## src/rtl/la_pwr_pkg.sv

```systemverilog
// Shared definitions for the power-gating sequencers (footer and header variants).
//   pwr_state_t     : 3-bit sequencer state encoding
//   PWR_DLY_DEF     : default clock cycles per switch stage
//   PWR_ISODLY_DEF  : default clock cycles between isolation change and switch step
//   pwr_max()       : elaboration helper for sizing the shared delay counter
package la_pwr_pkg;

    typedef enum logic [2:0] {
        ST_OFF    = 3'd0,
        ST_PWRUP  = 3'd1,
        ST_ISOREL = 3'd2,
        ST_ON     = 3'd3,
        ST_ISOSET = 3'd4,
        ST_PWRDN  = 3'd5
    } pwr_state_t;

    localparam int PWR_DLY_DEF    = 8;
    localparam int PWR_ISODLY_DEF = 2;

    function automatic int pwr_max(input int a, input int b);
        return (a > b) ? a : b;
    endfunction

endpackage

```

## src/rtl/la_footer_ctrl_timer.sv

```systemverilog
// Down-counter used for both the per-stage delay and the isolation delay.
//   clk      : always-on clock
//   nreset   : asynchronous active-low reset (count cleared)
//   load     : load load_val this cycle (takes priority over counting)
//   load_val : start value; done is seen load_val+1 edges after the load edge
//   done     : terminal count reached (count == 0)
module la_footer_ctrl_timer #(
    parameter int W = 4
) (
    input  logic         clk,
    input  logic         nreset,
    input  logic         load,
    input  logic [W-1:0] load_val,
    output logic         done
);

    logic [W-1:0] cnt;

    always_ff @(posedge clk or negedge nreset) begin
        if (!nreset) begin
            cnt <= '0;
        end else if (load) begin
            cnt <= load_val;
        end else if (cnt != '0) begin
            cnt <= cnt - 1'b1;
        end
    end

    assign done = (cnt == '0);

endmodule

```

## src/rtl/la_footer_ctrl.sv

```systemverilog
// Power-gating sequencer for a bank of N footer switches on one domain's vss.
// Power-up turns footers on one stage at a time, then releases isolation;
// power-down isolates first, then turns footers off in reverse order.
//   clk    : always-on clock
//   nreset : asynchronous active-low reset (all footers off, domain isolated)
//   req    : level request from the power manager, 1 = on (4-phase with ack)
//   ack    : 1 = power-up sequence completed; drops when power-down completes
//   nsleep : per-stage footer enable, thermometer coded, 0 = footer off
//   niso   : 0 = gated domain outputs clamped
//   busy   : 1 = a sequence is in progress
//
// state   | meaning
// OFF     | footers off, isolated, waiting for req=1
// PWRUP   | turning footers on, one stage per DLY cycles
// ISOREL  | all footers on, isolation released, settling ISODLY cycles
// ON      | domain on, ack=1, waiting for req=0
// ISOSET  | isolation asserted, settling ISODLY cycles
// PWRDN   | turning footers off in reverse order, one stage per DLY cycles
module la_footer_ctrl
    import la_pwr_pkg::*;
#(
    parameter int N      = 4,
    parameter int DLY    = PWR_DLY_DEF,
    parameter int ISODLY = PWR_ISODLY_DEF,
    parameter     PROP   = "DEFAULT"
) (
    input  logic         clk,
    input  logic         nreset,
    input  logic         req,
    output logic         ack,
    output logic [N-1:0] nsleep,
    output logic         niso,
    output logic         busy
);

    localparam int TW = $clog2(pwr_max(DLY, ISODLY) + 1);
    localparam int IW = $clog2(N) + 1;

    // Timer reloads with delay-1 so the next step lands exactly delay edges later.
    localparam logic [TW-1:0] DLY_LD   = TW'(DLY - 1);
    localparam logic [TW-1:0] ISO_LD   = TW'(ISODLY - 1);
    localparam logic [IW-1:0] IDX_ALL  = IW'(N);
    localparam logic [IW-1:0] IDX_TOP  = IW'(N - 1);
    localparam logic [N-1:0]  NS_FIRST = N'(1);

    if (N < 1 || DLY < 1 || ISODLY < 1) begin : g_bad_param
        $error("la_footer_ctrl: N, DLY and ISODLY must all be >= 1");
    end
    if (PROP == "") begin : g_bad_prop
        $error("la_footer_ctrl: PROP must name a technology property");
    end

    pwr_state_t    state;
    logic [IW-1:0] idx;        // PWRUP: stages on; PWRDN: stages still on after this step
    logic          tmr_load;
    logic [TW-1:0] tmr_val;
    logic          tmr_done;

    la_footer_ctrl_timer #(
        .W (TW)
    ) u_timer (
        .clk      (clk),
        .nreset   (nreset),
        .load     (tmr_load),
        .load_val (tmr_val),
        .done     (tmr_done)
    );

    always_comb begin
        tmr_load = 1'b0;
        tmr_val  = DLY_LD;
        case (state)
            ST_OFF: begin
                tmr_load = req;
            end
            ST_PWRUP: begin
                tmr_load = tmr_done;
                if (idx == IDX_ALL) begin
                    tmr_val = ISO_LD;
                end
            end
            ST_ON: begin
                tmr_load = !req;
                tmr_val  = ISO_LD;
            end
            ST_ISOSET: begin
                tmr_load = tmr_done;
            end
            ST_PWRDN: begin
                tmr_load = tmr_done && (idx != '0);
            end
            default: begin
                tmr_load = 1'b0;
            end
        endcase
    end

    always_ff @(posedge clk or negedge nreset) begin
        if (!nreset) begin
            state  <= ST_OFF;
            idx    <= '0;
            nsleep <= '0;
            niso   <= 1'b0;
            ack    <= 1'b0;
            busy   <= 1'b0;
        end else begin
            case (state)
                ST_OFF: begin
                    if (req) begin
                        state  <= ST_PWRUP;
                        nsleep <= NS_FIRST;
                        idx    <= IW'(1);
                        busy   <= 1'b1;
                    end
                end
                ST_PWRUP: begin
                    if (tmr_done) begin
                        if (idx == IDX_ALL) begin
                            state <= ST_ISOREL;
                            niso  <= 1'b1;
                        end else begin
                            nsleep <= (nsleep << 1) | NS_FIRST;
                            idx    <= idx + 1'b1;
                        end
                    end
                end
                ST_ISOREL: begin
                    if (tmr_done) begin
                        state <= ST_ON;
                        ack   <= 1'b1;
                        busy  <= 1'b0;
                    end
                end
                ST_ON: begin
                    if (!req) begin
                        state <= ST_ISOSET;
                        niso  <= 1'b0;
                        busy  <= 1'b1;
                    end
                end
                ST_ISOSET: begin
                    if (tmr_done) begin
                        state  <= ST_PWRDN;
                        nsleep <= nsleep >> 1;
                        idx    <= IDX_TOP;
                    end
                end
                ST_PWRDN: begin
                    if (tmr_done) begin
                        if (idx == '0) begin
                            state <= ST_OFF;
                            ack   <= 1'b0;
                            busy  <= 1'b0;
                        end else begin
                            nsleep <= nsleep >> 1;
                            idx    <= idx - 1'b1;
                        end
                    end
                end
                default: begin
                    state  <= ST_OFF;
                    idx    <= '0;
                    nsleep <= '0;
                    niso   <= 1'b0;
                    ack    <= 1'b0;
                    busy   <= 1'b0;
                end
            endcase
        end
    end

    // ack stays high through power-down until the footers are all off, so it
    // may be seen in ISOSET/PWRDN, but it can only rise on entry to ON.
    logic [N-1:0] nsleep_inc;
    assign nsleep_inc = nsleep + 1'b1;

    a_iso_full: assert property (@(posedge clk) disable iff (!nreset)
        niso |-> (&nsleep));
    a_thermo: assert property (@(posedge clk) disable iff (!nreset)
        (nsleep & nsleep_inc) == '0);
    a_ack_state: assert property (@(posedge clk) disable iff (!nreset)
        ack |-> (state inside {ST_ON, ST_ISOSET, ST_PWRDN}));
    a_ack_rise: assert property (@(posedge clk) disable iff (!nreset)
        $rose(ack) |-> (state == ST_ON));

endmodule

```

## config.mk

```make
export PLATFORM = sky130hd
export DESIGN_NAME = la_footer_ctrl
export DESIGN_NICKNAME = d
export VERILOG_FILES = /design/src/rtl/la_pwr_pkg.sv /design/src/rtl/la_footer_ctrl_timer.sv /design/src/rtl/la_footer_ctrl.sv
export SDC_FILE = /design/constraint.sdc
export NUM_CORES = 1
export LEC_CHECK = 0
export CAP_MARGIN = 20
export CORE_MARGIN = 2
export CORE_UTILIZATION = 55
export DETAILED_ROUTE_END_ITERATION = 10
export PLACE_DENSITY_LB_ADDON = 0.2
export SYNTH_ARGS = -nofsm -noshare
export SYNTH_HDL_FRONTEND = slang
export SYNTH_HIERARCHICAL = 1
export SYNTH_SLANG_ARGS = --single-unit
```

## constraint.sdc

```tcl
create_clock -name clk -period 6.68 [get_ports clk]
set_clock_uncertainty 0.1 [all_clocks]
set_input_delay 1.002 -clock clk [delete_from_list [all_inputs] [get_ports clk]]
set_output_delay 1.002 -clock clk [all_outputs]
set_load 0.05 [all_outputs]
```

==> results by stage, run 1 <==
Outcome:
- The flow ran to the end, and the final reports show no timing, DRC or antenna violations.

Synthesis:
- Yosys printed 6 warnings.
- The number of nets in the synthesized netlist is 123.
- The synthesized design spends more area on one cell type than any other, namely sky130_fd_sc_hd__dfrtp_1.
- The number of enable flip-flop cells after synthesis is 0.
- The post-synthesis instance area is 1120 um2.
- In the post-synthesis netlist, the biggest area contributors are sky130_fd_sc_hd__dfrtp_1 (38%), sky130_fd_sc_hd__mux2_4 (6.7%), sky130_fd_sc_hd__o21ai_0 (4.5%), sky130_fd_sc_hd__nand2_1 (3.3%), sky130_fd_sc_hd__nor2b_1 (3.3%).
- The share of the Yosys chip area taken by registers is around 38%.
- Synthesis produced a netlist whose cell count is 118.
- The fraction of registers with async set/reset is 100%.
- Dividing the synthesized area by the synthesized cell count gives ~9.5 um2.
- After synthesis, the most frequently instantiated cells are sky130_fd_sc_hd__dfrtp_1 (17), sky130_fd_sc_hd__nand2_1 (10), sky130_fd_sc_hd__o21ai_0 (10).
- The library cell with the highest instance count after synthesis is sky130_fd_sc_hd__dfrtp_1.
- The top cell type by area accounts for 37.9% of the synthesized area.
- Among all flip-flop cells after synthesis, the most frequent one is sky130_fd_sc_hd__dfrtp_1.
- The number of distinct library cell variants in the gate-level netlist after synthesis is 38.
- The synthesized flop and latch total is 17.

Finish:
- The area growth from synthesis to layout is 9.47%.
- The post-route netlist has 10.5% of its cells at a drive strength greater than 1.
- The total inserted antenna cells is 0.
- The number of nets in the finished design is 130.
- The number of fillers in the final layout is 175.

Min path:
- The type of the tightest min-delay check is reg -> reg.
- Counting instances, the worst hold path has a depth of 2.
- The worst min-delay path startpoint is niso.
- For hold timing, the worst endpoint is niso.

CTS:
- Clock latency on the worst-skew pair, taken at its later pin, is about 0.30 ns.
- The clock transition at the register clock pins on the worst setup and hold paths after CTS is 0.11 ns.
- The maximum root-to-sink buffer count is 2.
- TritonCTS built the clock tree.
- The number of hold buffers added after CTS was 0.
- The number of buffers inserted during clock tree synthesis is 3.
- The count of H-tree levels built during CTS is 1.
- Counting every sink on the clock net gives 17.
- Clock tree synthesis selected as its root buffer the cell sky130_fd_sc_hd__clkbuf_4.
- The buffers inserted during post-CTS setup optimization is 0.
- After clock tree synthesis, the repair step resized 0 gates.

Timing:
- Setup violations remaining at the end of the flow were counted as 0.
- Subtracting the final worst setup slack from the clock period gives 2.65 ns.
- For the final routed database, the setup TNS stands at 0 ns.
- The number of hold-slack violations in the final timing report is 0.
- Derived from the worst setup path, the maximum achievable clock frequency is 0.377 GHz.
- The final max-slew violation count was 0.
- Setup repair after global routing left no endpoint under its margin.
- For the pin with the worst max-slew slack, the measured transition is 0.775 ns.
- Across all setup checks in the final design, the least slack found is 4.03 ns.
- The worst slew slack as a fraction of its limit is 48.2%.
- The portion of the clock cycle consumed by the worst path in the final layout is 39.7%.

Detailed routing:
- After the first detailed-routing iteration, the DRC count stood at 18.
- The pre-antenna-repair detailed-routing pass consisted of 4 iterations.
- After detailed routing, the number of remaining DRC violations is 0.
- The count of nets left with antenna violations once routing finished came out at 0.
- The per-cell via count in the routed design is 5.79.
- The final wirelength is between 2000 and 2500 um.
- The routed layout has 874 vias.
- The average wire length per cell after detail routing is 15.5 um.

GRT:
- Global routing consumed, over all layers together, 21.8% of the routing resources.
- Entering global routing, the biggest net connects 25 pins.
- The number of antenna violations at the first check in global routing is 0.
- Global routing finished with a remaining overflow of 0.
- The via count of the first global-routing pass is 874.
- The first-pass GRT wire length is 4170 um.

Die:
- The region available for standard cell placement spans 1940 um2.
- The die outline height is 49.2 um.
- Once the floorplan was initialized, standard cells occupied 57.9% of the core.
- In this run the core area contains 16 standard-cell rows.
- The number of ports placed on the die boundary is 10.
- The die is around 49 um wide.
- The die covers 2420 um2.

Worst setup path:
- The data required time at the worst endpoint is ~5.6 ns.
- STA classifies the critical path startpoint as a flip-flop.
- The largest individual stage delay along the critical path comes from the cell sky130_fd_sc_hd__clkdlybuf4s50_1.
- Traced cell by cell, the critical path runs through clkdlybuf4s50_1.
- The critical path is of the reg -> out type.
- The reg-to-reg critical path startpoint is u_timer/cnt[0].
- STA classifies the critical path endpoint as an output port.
- In this run the worst path has a maximum fanout of 4.
- The critical path arrival is ~1.6 ns.
- The worst register-to-register path has a setup slack of 4.14 ns.
- The buffer and inverter count on the worst path is 1.
- For this run, the slowest stage of the critical path takes 0.83 ns.
- The category of cells accounting for the largest share of critical-path delay is buffers and inverters.
- The worst register-to-register path has a depth of 8.
- In this run the critical register-to-register path is captured at u_timer/cnt[3].

Power and ir drop:
- The power density over the cells is 533 nW/um2.
- The sum of internal, switching and leakage power is 0.000655 W.
- Across the VDD grid, the largest voltage drop is 0.357 mV.
- For this design the static power due to leakage is 0.537 nW.

Placement:
- The number of I/O port buffers is 9.
- The HPWL reported at the end of detailed placement is 1620 um.
- Before CTS, the worst setup slack after placement is between 3 and 4 ns.
- The placer's final routability congestion estimate is 0.798.

Flow run:
- Across the run, the number of max-cap violations was 0.
==> area by class of cell <==
class	instances	area, um2	share of cell area [%]
clock buffers	3	22.5	1.83
clock inverters	1	5.00	0.407
inverters	6	22.5	1.83
multi-input cells	88	631	51.3
flip-flops and latches	17	425	34.6
well taps	27	33.8	2.75
repair buffers	9	90.1	7.32
==> power breakdown <==
part           internal, W   total, W  leakage (nW)  switching [W]
logic             0.000181   0.000385         0.324       0.000204
registers         0.000148   0.000213         0.195      0.0000651
clock network    0.0000223  0.0000572        0.0177      0.0000349
total             0.000351   0.000655         0.537       0.000304
==> layout by cell type, fill, tap and decap left out, types with 2 or more instances in the layout <==
cell type                          n
sky130_fd_sc_hd__a211o_1           2
sky130_fd_sc_hd__a21oi_1           6
sky130_fd_sc_hd__a22oi_1           3
sky130_fd_sc_hd__a32o_1            2
sky130_fd_sc_hd__clkbuf_4          3
sky130_fd_sc_hd__clkdlybuf4s50_1   9
sky130_fd_sc_hd__conb_1            2
sky130_fd_sc_hd__dfrtp_1          17
sky130_fd_sc_hd__ha_1              2
sky130_fd_sc_hd__inv_1             6
sky130_fd_sc_hd__mux2_4            5
sky130_fd_sc_hd__mux2i_1           3
sky130_fd_sc_hd__nand2_1          10
sky130_fd_sc_hd__nand2b_1          2
sky130_fd_sc_hd__nor2_1            7
sky130_fd_sc_hd__nor2b_1           6
sky130_fd_sc_hd__nor3_1            3
sky130_fd_sc_hd__nor3b_1           3
sky130_fd_sc_hd__o211ai_1          2
sky130_fd_sc_hd__o21ai_0          10
sky130_fd_sc_hd__o31ai_1           2
sky130_fd_sc_hd__xnor2_1           3
==> flip-flops by register name, summed over array words and instances, names as in the netlist <==
| register | flops |
|---|---|
| ack | 1 |
| busy | 1 |
| idx | 3 |
| niso | 1 |
| nsleep | 4 |
| state | 3 |
| u_timer/cnt | 4 |
==> through the flow <==
step / std cells / hold WS, ns / instance area (um2) / utilization, %
final: 151 / 0.432 / 1230 / 63.3
after global routing: 151 / 0.462 / 1230 / 63.3
after CTS: 151 / 0.439 / 1230 / 63.3
after detailed placement: 147 / 0.412 / 1200 / 61.9
after global placement: 147 / 0.394 / 1200 / 61.9
after floorplan: 118 / 0.459 / 1120 / -
==> how the worst max path moves through the flow <==
stage	cells after the start	end	slack, ns	from
floorplan	9	u_timer/cnt[3]	4.41	u_timer/cnt[0]
global placement	6	u_timer/cnt[3]	3.86	req
detailed placement	6	u_timer/cnt[3]	3.81	req
CTS	1	nsleep[1]	4.03	nsleep[1]
global route	8	u_timer/cnt[3]	3.93	u_timer/cnt[0]
finish	1	nsleep[1]	4.03	nsleep[1]
==> layer usage <==
metal	vias up	wire length, um	global-route usage [%]
li1	428	-	-
met1	419	1050	28.1
met2	21	1150	35.8
met3	6	79	4.29
met4	0	50	8.10
met5	-	0	0
==> cells by family after synthesis <==
family	share of synthesized area [%]
other cells	0.668
xor+xnor	2.34
compound gates	21.6
simple gates	18.9
flops	37.9
mux	10.4
fa+ha+maj	2.23
buf+inv	6.01
==> worst register-to-register path, stage by stage, from the launching register on <==
cell and delay, ns:
sky130_fd_sc_hd__dfrtp_1 0.40, sky130_fd_sc_hd__inv_1 0.09, sky130_fd_sc_hd__ha_1 0.23, sky130_fd_sc_hd__nor3b_4 0.48, sky130_fd_sc_hd__and2_1 0.24, sky130_fd_sc_hd__a211o_1 0.12, sky130_fd_sc_hd__a32o_1 0.35, sky130_fd_sc_hd__nor3_1 0.09
sky130_fd_sc_hd__a221o_1 0.33
Power figures use the tool's default switching activity.
==> run 2, diff against run 1 <==
- CORE_UTILIZATION: 55 -> 50
- clock period: 6.68 -> 2.25 ns (I/O delays scaled with it)
==> results by stage, run 2 (same netlist as run 1, synthesis figures left out) <==
Placement:
- The HPWL reported at the end of detailed placement was 1630 um (+0.56%).
- The placer's final routability congestion estimate is 0.785 (-1.6%).
- The number of I/O port buffers is 9 (unchanged).
- The post-placement worst setup slack is 0.0293 ns (-3.78 ns).

Detailed routing:
- The final wirelength is 2220 um (-4.9%).
- The count of unresolved DRC violations after routing is 0 (unchanged).
- The per-cell via count in the routed design is 5.64 (-2.6%).
- The average wire length per cell after detail routing is 13.9 um (-10%).
- The number of vias in the routed layout was 902 (+3.2%).
- The count of routing violations after the opening detailed-route iteration came to 28 (+10).
- The number of search-and-repair iterations in the first detailed-routing pass is 4 (unchanged).
- The number of antenna-violating nets in the routed design is 0 (unchanged).

GRT:
- The first-pass GRT wire length was 3790 um (-9.1%).
- The number of antenna violations at the first check in global routing is 0 (unchanged).
- The largest net degree at the start of global routing was 22 (-12%).
- The via count of the first global-routing pass is 865 (-1.0%).
- The remaining global-route overflow is 0 (unchanged).
- The global routing usage summed across all routing layers was 19.5% (-2.3 points).

Timing:
- The final critical path takes up between 90% and 100% of the cycle.
- The number of hold-slack violations in the final timing report is 0 (unchanged).
- Counting I/O delays and the setup requirement, the final critical path takes 2.13 ns.
- The final max-slew violation count is 0 (unchanged).
- The worst path setup slack after routing was 0.115 ns (-3.91 ns).
- The actual slew at the worst max-slew pin is 0.505 ns (-0.270 ns).
- For this run, the top clock speed supported by timing is between 0.4 and 0.5 GHz.
- The final number of setup-violating endpoints is 0 (unchanged).
- The worst slew slack as a fraction of its limit is 65.8% (+18 points).

Finish:
- The library cells used most frequently in the layout, excluding fill and tap cells, are sky130_fd_sc_hd__dfrtp_1 (17), sky130_fd_sc_hd__nand2_1 (10), sky130_fd_sc_hd__o21ai_0 (10), sky130_fd_sc_hd__clkdlybuf4s50_1 (9), sky130_fd_sc_hd__buf_4 (8).
- The fraction of layout instances using a drive strength above 1 was 18.2% (+7.7 points).
- The sequential cell area is 425 um2 (unchanged).
- The number of fillers in the final layout is 196 (+12%).
- Leaving out fill and tap cells, the most frequent cell in the layout is sky130_fd_sc_hd__dfrtp_1.
- The core utilization of the finished layout came to 60.0% (-3.4 points).
- The area growth from synthesis to layout is 15.8%.
- The total inserted antenna cells is 0 (unchanged).
- The multi-input combinational cell area is 642 um2 (+1.8%).
- The number of nets in the finished design is 138 (+6.2%).
- In the final layout, the registers with the most flip-flops are nsleep: 4 flops, u_timer/cnt: 4 flops.

Worst setup path:
- The data required time at the worst endpoint is 2.33 ns (-3.25 ns).
- In this run the critical register-to-register path is launched from u_timer/cnt[0].
- Among all stages on the critical path, the largest delay is contributed by sky130_fd_sc_hd__dfrtp_1.
- The endpoint identified for the worst register-to-register timing path is u_timer/cnt[3].
- The slack of the worst reg-to-reg path is 0.12 ns (-4.02 ns).
- The critical path arrival is 2.22 ns (+0.67 ns).
- The depth of the worst register-to-register path was 8 (unchanged).
- STA classifies the critical path endpoint as a flip-flop.
- The startpoint class of the critical path is a flip-flop.
- The critical path in this run is classified as reg -> reg.
- The critical path goes through inv_1 -> ha_2 -> nor3b_4 -> and2_4 -> a211o_1 -> a32o_2 -> nor3_1 -> a221o_1.
- The largest fanout on the critical path is 5 (+1).
- The longest individual stage delay on the worst path is 0.39 ns (-0.44 ns).

Outcome:
- The run finished with clean final reports.

Power and ir drop:
- The fraction of power consumed by combinational cells was 62.5% (+3.8 points).
- The part of the total power dissipated in the clock network was 8.1% (-0.6 points).
- The net switching power figure is 0.000890 W (+190%).
- The relative contribution of sequential cells to total power is 29.4% (-3.1 points).
- The peak supply drop came to 0.835 mV (+130%).
- The sum of internal, switching and leakage power is 0.00199 W (+200%).
- The power density over the cells is 1530 nW/um2 (+190%).
- The cell-internal power is 0.00110 W (+210%).
- The fraction of power spent switching nets was 44.7% (-1.7 points).
- The leakage power came to 0.584 nW (+8.8%).

Die:
- The core area is 2170 um2 (+12%).
- The area of the die is 2640 um2 (+9.2%).
- The number of ports placed on the die boundary came to 10 (unchanged).
- The effective utilization at floorplan was 51.8% (-6.1 points).
- The die width is 51.4 um (+4.5%).
- The number of placement rows came to 17 (+1).
- The die outline height came to 51.4 um (+4.5%).

CTS:
- The count of H-tree levels built during CTS came to 1 (unchanged).
- The tree is rooted in a sky130_fd_sc_hd__clkbuf_4.
- The TritonCTS sink count was 17 (unchanged).
- The clock transition at the register clock pins on the worst setup and hold paths after CTS was 0.10 ns (about the same).
- TritonCTS built the clock tree.
- The number of buffers inserted during clock tree synthesis is 3 (unchanged).
- The maximum root-to-sink buffer count was 2 (unchanged).
- The buffers inserted during post-CTS setup optimization was 0 (unchanged).
- The later-pin clock latency in the skew report was 0.29 ns (about the same).

Min path:
- The tightest min-delay check is of the in -> async type.

Flow run:
- The number of max-cap violations is 0 (unchanged).
## run 2: worst max-delay path: cells and delay by family (launching register included)
family                   cells  cell delay [ns]
AO/OA/AOI/OAI                3             0.67
adder cells (fa/ha/maj)      1             0.21
buffers and inverters        1             0.09
flip-flops                   1             0.39
AND/OR/NAND/NOR              3             0.56
## run 2: final cells by class
class / instances / area share (%)
clock buffer: 4 / 2.02
inverter: 6 / 1.73
sequential: 17 / 32.7
multi-input combinational: 88 / 49.3
tap: 28 / 2.69
timing repair buffer: 17 / 11.5
## run 2: worst max path at each step
stage                         startpoint  cells past startpoint              to
after floorplan           u_timer/cnt[0]                      9  u_timer/cnt[3]
after global placement    u_timer/cnt[0]                      8  u_timer/cnt[3]
after detailed placement  u_timer/cnt[0]                      8  u_timer/cnt[3]
after CTS                 u_timer/cnt[0]                      8  u_timer/cnt[3]
after global routing      u_timer/cnt[1]                      8  u_timer/cnt[3]
final                     u_timer/cnt[0]                      8  u_timer/cnt[3]
## run 2: repair_timing
| item | in CTS | in global routing |
|---|---|---|
| endpoints found under the setup margin | 0 | 2 |
| gates resized for setup | 0 | 4 |
| hold endpoints to repair | 0 | 0 |
| hold buffers | 0 | 0 |
## run 2: metal layers
layer	share of wire (%)	GRT usage, %	vias to the layer above	wire length [um]
met5	0	0	-	0
met2	49	32.9	14	1090
li1	-	-	446	-
met3	2.0	2.63	5	44
met4	1.8	7.89	0	39
met1	47	25.0	437	1050
## run 2: power groups by stage
stage          registers (W)  logic [W]  clock network (W)
6_report            0.000587    0.00125           0.000162
2_1_floorplan       0.000742   0.000806                  0
3_3_place_gp        0.000583    0.00120                  0
3_5_place_dp        0.000593    0.00123                  0
4_1_cts             0.000586    0.00123           0.000167
5_1_grt             0.000612    0.00136           0.000178
## run 2: through the flow
stage / TNS, ns / instance area (um2) / std cells / hold slack, ns
after floorplan: 0 / 1120 / 118 / -0.0581
after global placement: 0 / 1260 / 156 / 0.381
after detailed placement: 0 / 1260 / 156 / 0.399
after CTS: 0 / 1290 / 160 / 0.256
after global routing: -0.00277 / 1300 / 160 / 0.294
final: 0 / 1300 / 160 / 0.251
==> edit (flow settings as in run 1) <==
`PWR_DLY_DEF`: 8 -> 16.
--- a/src/rtl/la_pwr_pkg.sv
+++ b/src/rtl/la_pwr_pkg.sv
@@ -14,7 +14,7 @@
         ST_PWRDN  = 3'd5
     } pwr_state_t;
 
-    localparam int PWR_DLY_DEF    = 8;
+    localparam int PWR_DLY_DEF    = 16;
     localparam int PWR_ISODLY_DEF = 2;
 
     function automatic int pwr_max(input int a, input int b);
Check against the original RTL: not equivalent (Yosys sat finds a counterexample within 10 cycles, from zero or initial values and one cycle with nreset low).
==> edit against run 1 <==
Sequential share of layout area rose by 0.50 points; setup slack improved by 25 ps; synthesized cell count rose by 4.2%; sequential cell count rose by 1; die area rose by 3.7%; total power rose by 0.15%; routed wire length fell by 2.7%; synthesized area rose by 4.0%; cell area rose by 4.4%; highest routed layer unchanged.
==> edit: results (changes against run 1) <==
stage,metric,value,unit,change
run_status,status,completed,,
critical_path,Reg2Reg Depth,6,,-2
synth,top post-synthesis cells by area,"dfrtp_1, mux2_4, o21ai_0, nand2_1, xnor2_1",,
placement,placed instance count,152,,+3.4%
global_route,Total Routing Usage GR,21.5,%,-0.25 points
power,LEAKAGE,0.000554,µW,+3.3%
worst_hold_path,Hold Crit Start,ack,,
synth,post-synthesis sequential area ratio,38.5,%,+0.68 points
route,Vias/cell,5.82,,+0.56%
synth,"top cells by count, synth","dfrtp_1, nand2_1, o21ai_0, inv_1, nor2_1",,
worst_hold_path,hold depth,1,,-1
synth,fraction of the mapped netlist area in adder cells,2.14,%,-0.086 points
sta,Worst-Margin Slew,816,ps,+41.0 ps
synth,Post-Synthesis Cells,123,,+4.2%
synth,syn_nets,128,,+4.1%
route,detailed-route wire length,2.27,mm,-2.7%
route,met1 WL,1.13,mm,+7.6%
route,DR iter-0 viols,35,,+17
synth,post-synthesis compound-gate area fraction,22.6,%,+0.99 points
sta,final hold slack,397,ps,-34.8 ps
synth,Unique masters post-synth,38,,unchanged
critical_path,Reg2Reg Setup Slack,4170,ps,+30 ps
critical_path,Worst EP arrival,1520,ps,-30 ps
placement,HPWL after DPL,1.57,mm,-3.3%
worst_hold_path,WHS Endpoint,ack,,
placement,routability cong.,0.789,,-1.2%
critical_path,Reg-to-Reg End,nsleep[3],,
route,Wirelength per Cell,14.6,µm,-5.8%
global_route,vias in the first global route,883,,+1.0%
power,worst vdd ir,0.329,mV,-7.8%
layout,layout cells sized above 1,10.9,%,+0.37 points
synth,xor-xnor portion of the synthesized cell area,3.75,%,+1.4 points
layout,Fill cells,152,,-13%
route,metal2 WL,1.04,mm,-9.8%
global_route,first-pass GRT wire length,4.10,mm,-1.7%
layout,layout net count,135,,+3.8%
[edit: worst max-delay path by stage]
| stage | from | end | slack (ps) | cells past startpoint |
|---|---|---|---|---|
| 2_1_floorplan | u_timer/cnt[0] | u_timer/cnt[4] | 4490 | 8 |
| 3_3_place_gp | req | nsleep[0] | 3900 | 5 |
| 3_5_place_dp | req | nsleep[3] | 3830 | 5 |
| 4_1_cts | nsleep[1] | nsleep[1] | 4030 | 1 |
| 5_1_grt | nsleep[1] | nsleep[1] | 3960 | 1 |
| 6_report | nsleep[1] | nsleep[1] | 4050 | 1 |
[edit: final cells by class]
class / count / area [µm²] / area share (%)
clock buffers: 4 / 36.3 / 2.83
inverters: 7 / 26.3 / 2.05
multi-input cells: 91 / 647 / 50.4
flip-flops and latches: 18 / 450 / 35.1
well taps: 27 / 33.8 / 2.63
repair buffers: 9 / 90.1 / 7.02
[edit: per-layer routing]
metal  up-vias  GRT usage [%]
li1        447              -
met1       439           30.4
met2        18           32.5
met3         4           3.94
met4         0           8.33
met5         -              0
[edit: cell families (layout without fill, tap and decap cells)]
| family | Yosys count | in the layout |
|---|---|---|
| other | 2 | 2 |
| flip-flops | 18 | 18 |
| XOR/XNOR | 5 | 5 |
| AO/OA/AOI/OAI | 37 | 37 |
| buffers and inverters | 14 | 20 |
| adder cells (fa/ha/maj) | 2 | 2 |
| multiplexers | 7 | 7 |
| AND/OR/NAND/NOR | 38 | 38 |
[edit: stage by stage]
| stage | total power (µW) | instance area, µm² | util (%) | setup WS, ps |
|---|---|---|---|---|
| final | 656 | 1280 | 64.8 | 4050 |
| after global routing | 712 | 1280 | 64.8 | 3960 |
| after global placement | 574 | 1250 | 62.9 | 3900 |
| after CTS | 660 | 1280 | 64.8 | 4030 |
| after detailed placement | 588 | 1250 | 62.9 | 3830 |
| after floorplan | 513 | 1170 | - | 4490 |
[edit: power breakdown]
group | switching, µW | total, µW | internal [µW]
clock | 34.2 | 67.5 | 33.2
sequential | 67.6 | 223 | 156
combinational | 196 | 365 | 170
